File: config.mk
export PLATFORM = sky130hd
export DESIGN_NAME = tennis_ball_ctrl_flat
export DESIGN_NICKNAME = d
export VERILOG_FILES = /design/src/rtl/tennis_ball_ctrl_if.sv /design/src/rtl/tennis_ball_ctrl.sv /design/src/flat_wrapper.sv
export SDC_FILE = /design/constraint.sdc
export NUM_CORES = 1
export LEC_CHECK = 0
export BUFFER_PORTS_ARGS = -buffer_cell sky130_fd_sc_hd__buf_2
export CAP_MARGIN = 20
export CORE_ASPECT_RATIO = 0.75
export CORE_UTILIZATION = 57
export CTS_CLUSTER_DIAMETER = 30
export DETAILED_ROUTE_END_ITERATION = 6
export PLACE_DENSITY = 0.79
export SLEW_MARGIN = 10
export SYNTH_ARGS = -nofsm -noshare
export SYNTH_HDL_FRONTEND = slang
export SYNTH_SLANG_ARGS = --single-unit
File: constraint.sdc
create_clock -name clk_in -period 2.3 [get_ports clk_in]
set_input_delay 0.46 -clock clk_in [delete_from_list [all_inputs] [get_ports clk_in]]
set_output_delay 0.46 -clock clk_in [all_outputs]
set_load 0.1 [all_outputs]
File: src/rtl/tennis_ball_ctrl_if.sv
// Connection bundle between the tennis game engine and its neighbours:
// ball-speed tick and player buttons in; LED row, scores and point events out.
interface tennis_ball_ctrl_if #(
    parameter int N_LEDS = 16
);
    logic              ball_clk;
    logic              hit_l;
    logic              hit_r;
    logic [N_LEDS-1:0] led;
    logic [3:0]        score_l;
    logic [3:0]        score_r;
    logic              point_l;
    logic              point_r;
    logic              game_over;

    modport master (
        output ball_clk, hit_l, hit_r,
        input  led, score_l, score_r, point_l, point_r, game_over
    );

    modport slave (
        input  ball_clk, hit_l, hit_r,
        output led, score_l, score_r, point_l, point_r, game_over
    );
endinterface

File: src/rtl/tennis_ball_ctrl.sv
// LED tennis game engine: steps a one-hot ball on each ball_clk rise, resolves
// returns and misses from the player buttons, keeps score and drives the LEDs.
module tennis_ball_ctrl #(
    parameter int N_LEDS      = 16,
    parameter int WIN_SCORE   = 7,
    parameter int POINT_TICKS = 2
) (
    input  logic               clk_in,
    input  logic               rst_n,
    tennis_ball_ctrl_if.slave  bus
);
    localparam int              PW         = (N_LEDS > 1) ? $clog2(N_LEDS) : 1;
    localparam int              TW         = (POINT_TICKS > 1) ? $clog2(POINT_TICKS + 1) : 1;
    localparam logic [PW-1:0]   POS_MAX    = PW'(N_LEDS - 1);
    localparam logic [3:0]      WIN        = 4'(WIN_SCORE);
    localparam logic [TW-1:0]   TICKS_DONE = TW'(POINT_TICKS);

    typedef enum logic [2:0] {
        SERVE,
        MOVE_R,
        MOVE_L,
        POINT,
        GAME_OVER
    } state_t;

    state_t            state_reg;
    logic [PW-1:0]     pos_reg;
    logic              server_reg;
    logic [TW-1:0]     tick_cnt_reg;
    logic              ball_sync1_reg;
    logic              ball_sync2_reg;
    logic              ball_prev_reg;
    logic              hit_l_q_reg;
    logic              hit_l_prev_reg;
    logic              hit_r_q_reg;
    logic              hit_r_prev_reg;
    logic [N_LEDS-1:0] led_reg;
    logic [3:0]        score_l_reg;
    logic [3:0]        score_r_reg;
    logic              point_l_reg;
    logic              point_r_reg;
    logic              game_over_reg;

    logic              step;
    logic              hit_l_ev;
    logic              hit_r_ev;
    logic [N_LEDS-1:0] onehot;
    logic [N_LEDS-1:0] upper_half;
    logic [N_LEDS-1:0] lower_half;
    logic [N_LEDS-1:0] led_pattern;

    assign step     = ball_sync2_reg & ~ball_prev_reg;
    assign hit_l_ev = hit_l_q_reg & ~hit_l_prev_reg;
    assign hit_r_ev = hit_r_q_reg & ~hit_r_prev_reg;

    generate
        for (genvar gi = 0; gi < N_LEDS; gi++) begin : g_led_lane
            assign onehot[gi]     = (pos_reg == PW'(gi));
            assign upper_half[gi] = (gi >= N_LEDS / 2);
            assign lower_half[gi] = (gi < N_LEDS / 2);
        end
    endgenerate

    // The LED row is a registered image of the current state, so it trails
    // pos/state by one clock.
    always_comb begin
        led_pattern = onehot;
        case (state_reg)
            POINT:     led_pattern = tick_cnt_reg[0] ? '0 : '1;
            GAME_OVER: led_pattern = (score_l_reg == WIN) ? upper_half : lower_half;
            default:   led_pattern = onehot;
        endcase
    end

    always_ff @(posedge clk_in or negedge rst_n) begin
        if (!rst_n) begin
            state_reg      <= SERVE;
            pos_reg        <= '0;
            server_reg     <= 1'b0;
            tick_cnt_reg   <= '0;
            ball_sync1_reg <= 1'b0;
            ball_sync2_reg <= 1'b0;
            ball_prev_reg  <= 1'b0;
            hit_l_q_reg    <= 1'b0;
            hit_l_prev_reg <= 1'b0;
            hit_r_q_reg    <= 1'b0;
            hit_r_prev_reg <= 1'b0;
            led_reg        <= N_LEDS'(1);
            score_l_reg    <= '0;
            score_r_reg    <= '0;
            point_l_reg    <= 1'b0;
            point_r_reg    <= 1'b0;
            game_over_reg  <= 1'b0;
        end else begin
            ball_sync1_reg <= bus.ball_clk;
            ball_sync2_reg <= ball_sync1_reg;
            ball_prev_reg  <= ball_sync2_reg;
            hit_l_q_reg    <= bus.hit_l;
            hit_l_prev_reg <= hit_l_q_reg;
            hit_r_q_reg    <= bus.hit_r;
            hit_r_prev_reg <= hit_r_q_reg;
            led_reg        <= led_pattern;
            point_l_reg    <= 1'b0;
            point_r_reg    <= 1'b0;

            case (state_reg)
                SERVE: begin
                    if (!server_reg && hit_l_ev) begin
                        state_reg <= MOVE_R;
                    end else if (server_reg && hit_r_ev) begin
                        state_reg <= MOVE_L;
                    end
                end
                MOVE_R: begin
                    // A return at the end beats a coincident step.
                    if (hit_r_ev && pos_reg == POS_MAX) begin
                        state_reg <= MOVE_L;
                    end else if (step) begin
                        if (pos_reg == POS_MAX) begin
                            point_l_reg  <= 1'b1;
                            server_reg   <= 1'b1;
                            tick_cnt_reg <= '0;
                            if (score_l_reg != WIN) begin
                                score_l_reg <= score_l_reg + 4'd1;
                            end
                            if (score_l_reg + 4'd1 >= WIN) begin
                                state_reg     <= GAME_OVER;
                                game_over_reg <= 1'b1;
                            end else begin
                                state_reg <= POINT;
                            end
                        end else begin
                            pos_reg <= pos_reg + PW'(1);
                        end
                    end
                end
                MOVE_L: begin
                    if (hit_l_ev && pos_reg == '0) begin
                        state_reg <= MOVE_R;
                    end else if (step) begin
                        if (pos_reg == '0) begin
                            point_r_reg  <= 1'b1;
                            server_reg   <= 1'b0;
                            tick_cnt_reg <= '0;
                            if (score_r_reg != WIN) begin
                                score_r_reg <= score_r_reg + 4'd1;
                            end
                            if (score_r_reg + 4'd1 >= WIN) begin
                                state_reg     <= GAME_OVER;
                                game_over_reg <= 1'b1;
                            end else begin
                                state_reg <= POINT;
                            end
                        end else begin
                            pos_reg <= pos_reg - PW'(1);
                        end
                    end
                end
                POINT: begin
                    if (step) begin
                        if (tick_cnt_reg + TW'(1) == TICKS_DONE) begin
                            state_reg    <= SERVE;
                            tick_cnt_reg <= '0;
                            pos_reg      <= server_reg ? POS_MAX : '0;
                        end else begin
                            tick_cnt_reg <= tick_cnt_reg + TW'(1);
                        end
                    end
                end
                GAME_OVER: begin
                    state_reg <= GAME_OVER;
                end
                default: begin
                    state_reg <= SERVE;
                end
            endcase
        end
    end

    assign bus.led       = led_reg;
    assign bus.score_l   = score_l_reg;
    assign bus.score_r   = score_r_reg;
    assign bus.point_l   = point_l_reg;
    assign bus.point_r   = point_r_reg;
    assign bus.game_over = game_over_reg;

endmodule

File: src/flat_wrapper.sv
// flat-port wrapper written by rule: the top's interface ports become plain ports
module tennis_ball_ctrl_flat 
#(
    parameter int N_LEDS      = 16,
    parameter int WIN_SCORE   = 7,
    parameter int POINT_TICKS = 2
)
  (clk_in, rst_n, bus_ball_clk, bus_hit_l, bus_hit_r, bus_led, bus_score_l, bus_score_r, bus_point_l, bus_point_r, bus_game_over);
  tennis_ball_ctrl_if #(.N_LEDS(N_LEDS)) bus_i ();
  input  logic clk_in;
  input  logic rst_n;
  input wire logic [$bits(bus_i.ball_clk)-1:0] bus_ball_clk;
  input wire logic [$bits(bus_i.hit_l)-1:0] bus_hit_l;
  input wire logic [$bits(bus_i.hit_r)-1:0] bus_hit_r;
  output wire logic [$bits(bus_i.led)-1:0] bus_led;
  output wire logic [$bits(bus_i.score_l)-1:0] bus_score_l;
  output wire logic [$bits(bus_i.score_r)-1:0] bus_score_r;
  output wire logic [$bits(bus_i.point_l)-1:0] bus_point_l;
  output wire logic [$bits(bus_i.point_r)-1:0] bus_point_r;
  output wire logic [$bits(bus_i.game_over)-1:0] bus_game_over;
  assign bus_i.ball_clk = bus_ball_clk;
  assign bus_i.hit_l = bus_hit_l;
  assign bus_i.hit_r = bus_hit_r;
  assign bus_led = bus_i.led;
  assign bus_score_l = bus_i.score_l;
  assign bus_score_r = bus_i.score_r;
  assign bus_point_l = bus_i.point_l;
  assign bus_point_r = bus_i.point_r;
  assign bus_game_over = bus_i.game_over;
  tennis_ball_ctrl #(.N_LEDS(N_LEDS), .WIN_SCORE(WIN_SCORE), .POINT_TICKS(POINT_TICKS)) u_core (.clk_in(clk_in), .rst_n(rst_n), .bus(bus_i));
endmodule
# [After elaboration in Yosys (flattened, before gate mapping)]
# Cells that the tools add are included.
# W data, S select, Z words.
[word_totals] regBits=44 input_bits=5 output_inout_bits=27 wordCells=147
[classes] addsub=5 order_cmp=2 eq_ne=40 muxes=59 n_bitwise=8 n_reduce_logical=16
[ops] operator="$mux W3" n=12
[ops] operator="$mux W4" n=9
[ops] operator="$eq A4 B4 Y1 const B" n=8
[ops] operator="$mux W16" n=2
[ops] operator="$pmux W16 S2" n=1
[ops] operator="$mux W1" n=22
[ops] operator="$eq A4 B3 Y1 const B" n=5
[ops] operator="$reduce_and A9 Y1" n=2
[ops] operator="$mux W2" n=8
[ops] operator="$ne A2 B1 Y1 const B" n=8
[ops] operator="$ne A3 B1 Y1 const B" n=5
[ops] operator="$pmux W3 S5" n=1
[ops] operator="$reduce_and A7 Y1" n=2
[ops] operator="$add A4 B1 Y4 const B" n=3
[ops] operator="$pmux W4 S3" n=1
[ops] operator="$reduce_and A5 Y1" n=2
[ops] operator="$eq A4 B2 Y1 const B" n=2
[ops] operator="$ge A4 B3 Y1 const B" n=2
[ops] operator="$ne A2 B2 Y1 const B" n=4
[ops] operator="$ne A4 B3 Y1 const B" n=2
[ops] operator="$reduce_and A8 Y1" n=1
[ops] operator="$eq A3 B2 Y1 const B" n=2
[ops] operator="$pmux W2 S3" n=1
[ops] operator="$not A1 Y1" n=5
[ops] operator="14 further kinds" n=20

# [Depth between registers and ports, before layout]
[logic_depth] depth_word=7 mapped_depth=7 mapped_depth_nobuf=7

# [Worst setup path before layout]
# No wires, ideal clock.
[synth_timing] path_type="register -> register" startpoint="reg u_core.score_r_reg[0], in the netlist u_core.bus.score_r[0]" endpoint="reg u_core.state_reg[1]" setup_ns=0.128 t_arrival_ns=2.297 required_ns=2.172 slack_ns=-0.125 path_stages_with_launch=7 path_buffers=0 synth_period_minus_slack_ns=2.425 path_cell_list="dfrtp_1 -> ha_1 -> a21oi_1 -> nor2_1 -> a221oi_1 -> a221o_1 -> mux2_1"
[synth_via] elab_chain_cells=7
[synth_lines] element="start: declaration" line_no="tennis_ball_ctrl.sv:39" rtl="logic [3:0] score_r_reg;"
[synth_lines] element="start signal: assignment" line_no="tennis_ball_ctrl.sv:146" rtl="score_r_reg <= score_r_reg + 4'd1;"
[synth_lines] element="$add A4 B1 Y4" line_no="tennis_ball_ctrl.sv:148" rtl="if (score_r_reg + 4'd1 >= WIN) begin"
[synth_lines] element="$ge A4 B3 Y1" line_no="tennis_ball_ctrl.sv:148"
[synth_lines] element="$mux W3" line_no="tennis_ball_ctrl.sv:148"
[synth_lines] element="$mux W3" line_no="tennis_ball_ctrl.sv:141" rtl="if (pos_reg == '0) begin"
[synth_lines] element="$mux W3" line_no="tennis_ball_ctrl.sv:140" rtl="end else if (step) begin"
[synth_lines] element="$mux W3" line_no="tennis_ball_ctrl.sv:138" rtl="if (hit_l_ev && pos_reg == '0) begin"
[synth_lines] element="$pmux W3 S5" line_no="tennis_ball_ctrl.sv:106" rtl="case (state_reg)"
[synth_lines] element="end signal: assignment" line_no="tennis_ball_ctrl.sv:109" rtl="state_reg <= MOVE_R;"
[synth_lines] element="end signal: assignment" line_no="tennis_ball_ctrl.sv:111" rtl="state_reg <= MOVE_L;"
[synth_lines] element="end signal: assignment" line_no="tennis_ball_ctrl.sv:139" rtl="state_reg <= MOVE_R;"
[synth_lines] element="end: declaration" line_no="tennis_ball_ctrl.sv:26" rtl="state_t state_reg;"
# No other way between the ends. The select of a mux whose other input is x is not followed.
# A chain may end at the register's enable or synchronous reset.

# [Worst setup path in the final report]
[layout_timing] startpoint="reg u_core.pos_reg[0]" endpoint="reg u_core.state_reg[1]"
[layout_via] elab_chain_cells=4 word_cells_on_any_way=12 cone_classes="eq/ne (5); mux (3); reduce/logical (4)"
[layout_lines] element="start: declaration" line_no="tennis_ball_ctrl.sv:27" rtl="logic [PW-1:0] pos_reg;"
[layout_lines] element="start signal: assignment" line_no="tennis_ball_ctrl.sv:133" rtl="pos_reg <= pos_reg + PW'(1);"
[layout_lines] element="start signal: assignment" line_no="tennis_ball_ctrl.sv:155" rtl="pos_reg <= pos_reg - PW'(1);"
[layout_lines] element="start signal: assignment" line_no="tennis_ball_ctrl.sv:164" rtl="pos_reg <= server_reg ? POS_MAX : '0;"
[layout_lines] element="$eq A4 B4 Y1 or $logic_not A4 Y1 (tied branches)"
[layout_lines] element="$logic_and A1 B1 Y1 (on tied branches)" line_no="tennis_ball_ctrl.sv:116, tennis_ball_ctrl.sv:138"
[layout_lines] element="$ne A3 B1 Y1 (no line), or another cell as far along"
[layout_lines] element="$reduce_and A7 Y1 (no line) or $pmux W3 S5 (tied branches)"
[layout_lines] element="end signal: assignment" line_no="tennis_ball_ctrl.sv:117" rtl="state_reg <= MOVE_L;"
[layout_lines] element="end signal: assignment" line_no="tennis_ball_ctrl.sv:127" rtl="state_reg <= GAME_OVER;"
[layout_lines] element="end signal: assignment" line_no="tennis_ball_ctrl.sv:130" rtl="state_reg <= POINT;"
# Several ways; a longest one is shown, not always the timed one.

==> summary.md <==
| Metric | Value |
|---|---|
| R2r setup slk | `0.22 ns` |
| Net Count, Synth | `about 240` |
| CP cell instances | `inv_1, ha_1, nor3b_4, a21oi_2, o21a_1, a2111oi_4, mux2_1` |
| Setup-failing EPs final | `0` |
| Clock skew | `approximately 0.0083 ns` |
| Post-synthesis compound-gate area fraction | `between 10% and 20%` |
| Setup TNS | `0 ns` |
| Ys async rst share | `100%` |
| Global route total overflow | `0` |
| R2R depth | `7` |
| Worst stage delay on the critical path | `approximately 0.46 ns` |
| Area Overhead vs Synth | `15.2%` |
| First-pass GRT wire length | `~7500 um` |
| # DRC | `0` |
| Final Hold Vio Count | `0` |
| Most common cell in the synthesized netlist | `dfrtp_1` |
| Synth area leader | `dfrtp_1` |
| RSZ-0062 raised after global routing | `false` |
| DR iter-0 viols | `roughly 140` |
| DRT Wirelength | `around 4400 um` |
| FP Rows | `19` |
| Synth top area share | `47.2%` |
| Vias in the first global route | `~1600` |
| Hold WC Path Type | `in2async` |
| Worst r2r dst | `u_core.state_reg[1]$_DFFE_PN0P_` |
| PortBufs | `31` |
| Outcome | `finished clean` |
| Count of cell types in the netlist | `53` |
| Vias/cell | `approximately 5.6` |
| CORE AREA | `roughly 3700 um2` |
| CTS tree | `built` |
| Detailed Routing Iterations Pass 1 | `4` |
| Die area | `between 4000 and 5000 um2` |
| FF-to-FF Start | `u_core.pos_reg[0]$_DFFE_PN0P_` |
| Synth Area in Adders | `~4.4%` |
| Largest family of logic cells by synthesized area | `simple AND/OR/NAND/NOR gates` |
| Slew @ Worst Pin | `roughly 0.8 ns` |
| Later-pin clock latency in the skew report | `about 0.30 ns` |
| Placer Congestion | `between 0.8 and 0.9` |
| Clock Sinks | `44` |
| GR Util All Layers | `between 20% and 30%` |
| Max cap viols | `0` |
| Hold-fix buffers, CTS | `0` |
| Place WS | `between 0.2 and 0.25 ns` |
| Syn avg cell area | `between 10 and 15 um2` |
| Final net count | `274` |
| Max FFs per register | `16` |
| Post-CTS Resized | `0` |
| H-tree levels | `2` |
| Fmax | `between 0.4 and 0.5 GHz` |
| Post-CTS setup buffer count | `0` |
| Seq/Total Area, Yosys | `about 48%` |
| Setup ws final | `roughly 0.22 ns` |
| Max_slew headroom | `between 40% and 50%` |
| Crit path arrival time | `2.27 ns` |
| Pin count of the biggest net entering global routing | `39` |
| Critical Path End Type | `flop` |
| Total CTS buffers | `5` |
| Critical Path Fanout Max | `7` |
| Critical-path top delay cell | `dfrtp_1` |
| Initial antenna violation count | `0` |
| Root buf cell | `clkbuf_8` |
| Final min period | `approximately 2.1 ns` |
| Worst EP required | `roughly 2.5 ns` |
| Mux cell area share after synthesis | `about 2.9%` |
| Crit Path Category | `reg2reg` |
| CTS Buffer Depth | `2` |
| Synth Flop Type | `dfrtp_1` |
| Worst-path clk slew | `about 0.09 ns` |
| Setup crit start kind | `flop` |
| ANT nets after route | `0` |
| Wire per inst | `about 14 um` |
| Die extent in y | `56.8 um` |
| Initial Utilization | `slightly above 60%` |
| # IOs | `32` |
| Top cells by count, synth | `43 x dfrtp_1, 26 x nand2_1, 15 x a21oi_1, 15 x nor2_1` |
| Period utilization | `90.5%` |
| # diodes | `0` |
| Layout cells sized above 1 | `25.2%` |
| Simple-Gate Fraction of Synth Area | `around 20%` |
| Die width | `75.0 um` |
| Final slew viol count | `0` |
| Register bit total from synthesis | `44` |
| Via count | `around 1800` |
| Top cells by area, synth | `dfrtp_1 47%, ha_1 4.4%, nand2_1 4.3%` |
| Synth Instances | `about 220` |
| Post-synth EDFFs | `0` |
| Mapped Area | `about 2300 um2` |
| XOR/XNOR share of the synthesized area | `between 1.5 and 2%` |
| Yosys warning count | `0` |
| DP Wirelength | `~3200 um` |
-- layer usage --
metal  global-route usage [%]  wire (um)  vias up
li1                         -          -      870
met1                     37.5       2220      835
met2                     31.1       1810       63
met3                     6.28        288        6
met4                     8.09         52        0
met5                        0          0        -
-- layout by cell type, fill, tap and decap left out, drive strengths merged, types with 2 or more instances in the layout --
master / n
mux2i: 2
clkbuf: 5
xnor2: 5
o21ai: 9
or3b: 3
nand3: 3
nand3b: 5
inv: 10
and3: 3
nor2: 16
a31oi: 2
a211oi: 3
dfrtp: 43
nand2: 26
and2: 2
o31ai: 3
o21a: 3
a21oi: 17
a21o: 9
nor2b: 4
nor3b: 5
ha: 8
nand2b: 7
o22ai: 4
nand4: 3
nor3: 4
mux2: 4
buf: 38
-- worst max-delay path by stage --
stage                                                  to  slack [ns]  cells after the start                               from
after floorplan           u_core.state_reg[1]$_DFFE_PN0P_        0.15                      5  u_core.bus.score_l[2]$_DFFE_PN0P_
after global placement    u_core.state_reg[0]$_DFFE_PN0P_        0.32                      7      u_core.pos_reg[0]$_DFFE_PN0P_
after detailed placement  u_core.state_reg[0]$_DFFE_PN0P_        0.24                      7      u_core.pos_reg[0]$_DFFE_PN0P_
after global routing      u_core.state_reg[1]$_DFFE_PN0P_        0.12                      7      u_core.pos_reg[0]$_DFFE_PN0P_
after CTS                 u_core.state_reg[1]$_DFFE_PN0P_        0.23                      7      u_core.pos_reg[0]$_DFFE_PN0P_
final                     u_core.state_reg[1]$_DFFE_PN0P_        0.22                      7      u_core.pos_reg[0]$_DFFE_PN0P_
-- stage by stage --
stage | hold slack [ns] | util, % | std cells | cell area [um2]
6_report | 0.237 | 70.4 | 314 | 2630
5_1_grt | 0.247 | 70.4 | 314 | 2630
4_1_cts | 0.254 | 70.4 | 314 | 2630
3_5_place_dp | 0.346 | 67.3 | 306 | 2510
3_3_place_gp | 0.333 | 67.3 | 306 | 2510
2_1_floorplan | 0.164 | - | 224 | 2290
-- area by class of cell --
cell class	instances	area, um2
fill	294	1100
sequential	44	1110
inverter	9	33.8
clock inverter	3	46.3
multi-input combinational	163	1100
tap	52	65.1
clock buffer	5	68.8
timing repair buffer	38	208
-- logic make-up after synthesis --
| kind of cell | Yosys count |
|---|---|
| AND/OR/NAND/NOR | 84 |
| AO/OA/AOI/OAI | 60 |
| flip-flops | 44 |
| buffers and inverters | 17 |
| adder cells (fa/ha/maj) | 8 |
| multiplexers | 6 |
| XOR/XNOR | 5 |
-- critical path, delay by kind of cell (launching register included) --
kind / cells / cell delay (ns)
adder cells (fa/ha/maj): 1 / 0.17
AO/OA/AOI/OAI: 3 / 0.57
buffers and inverters: 1 / 0.12
multiplexers: 1 / 0.37
flip-flops: 1 / 0.46
AND/OR/NAND/NOR: 1 / 0.29
Power is not shown: default switching activity piles up to over one toggle a cycle in this logic, so the estimate is an artifact.
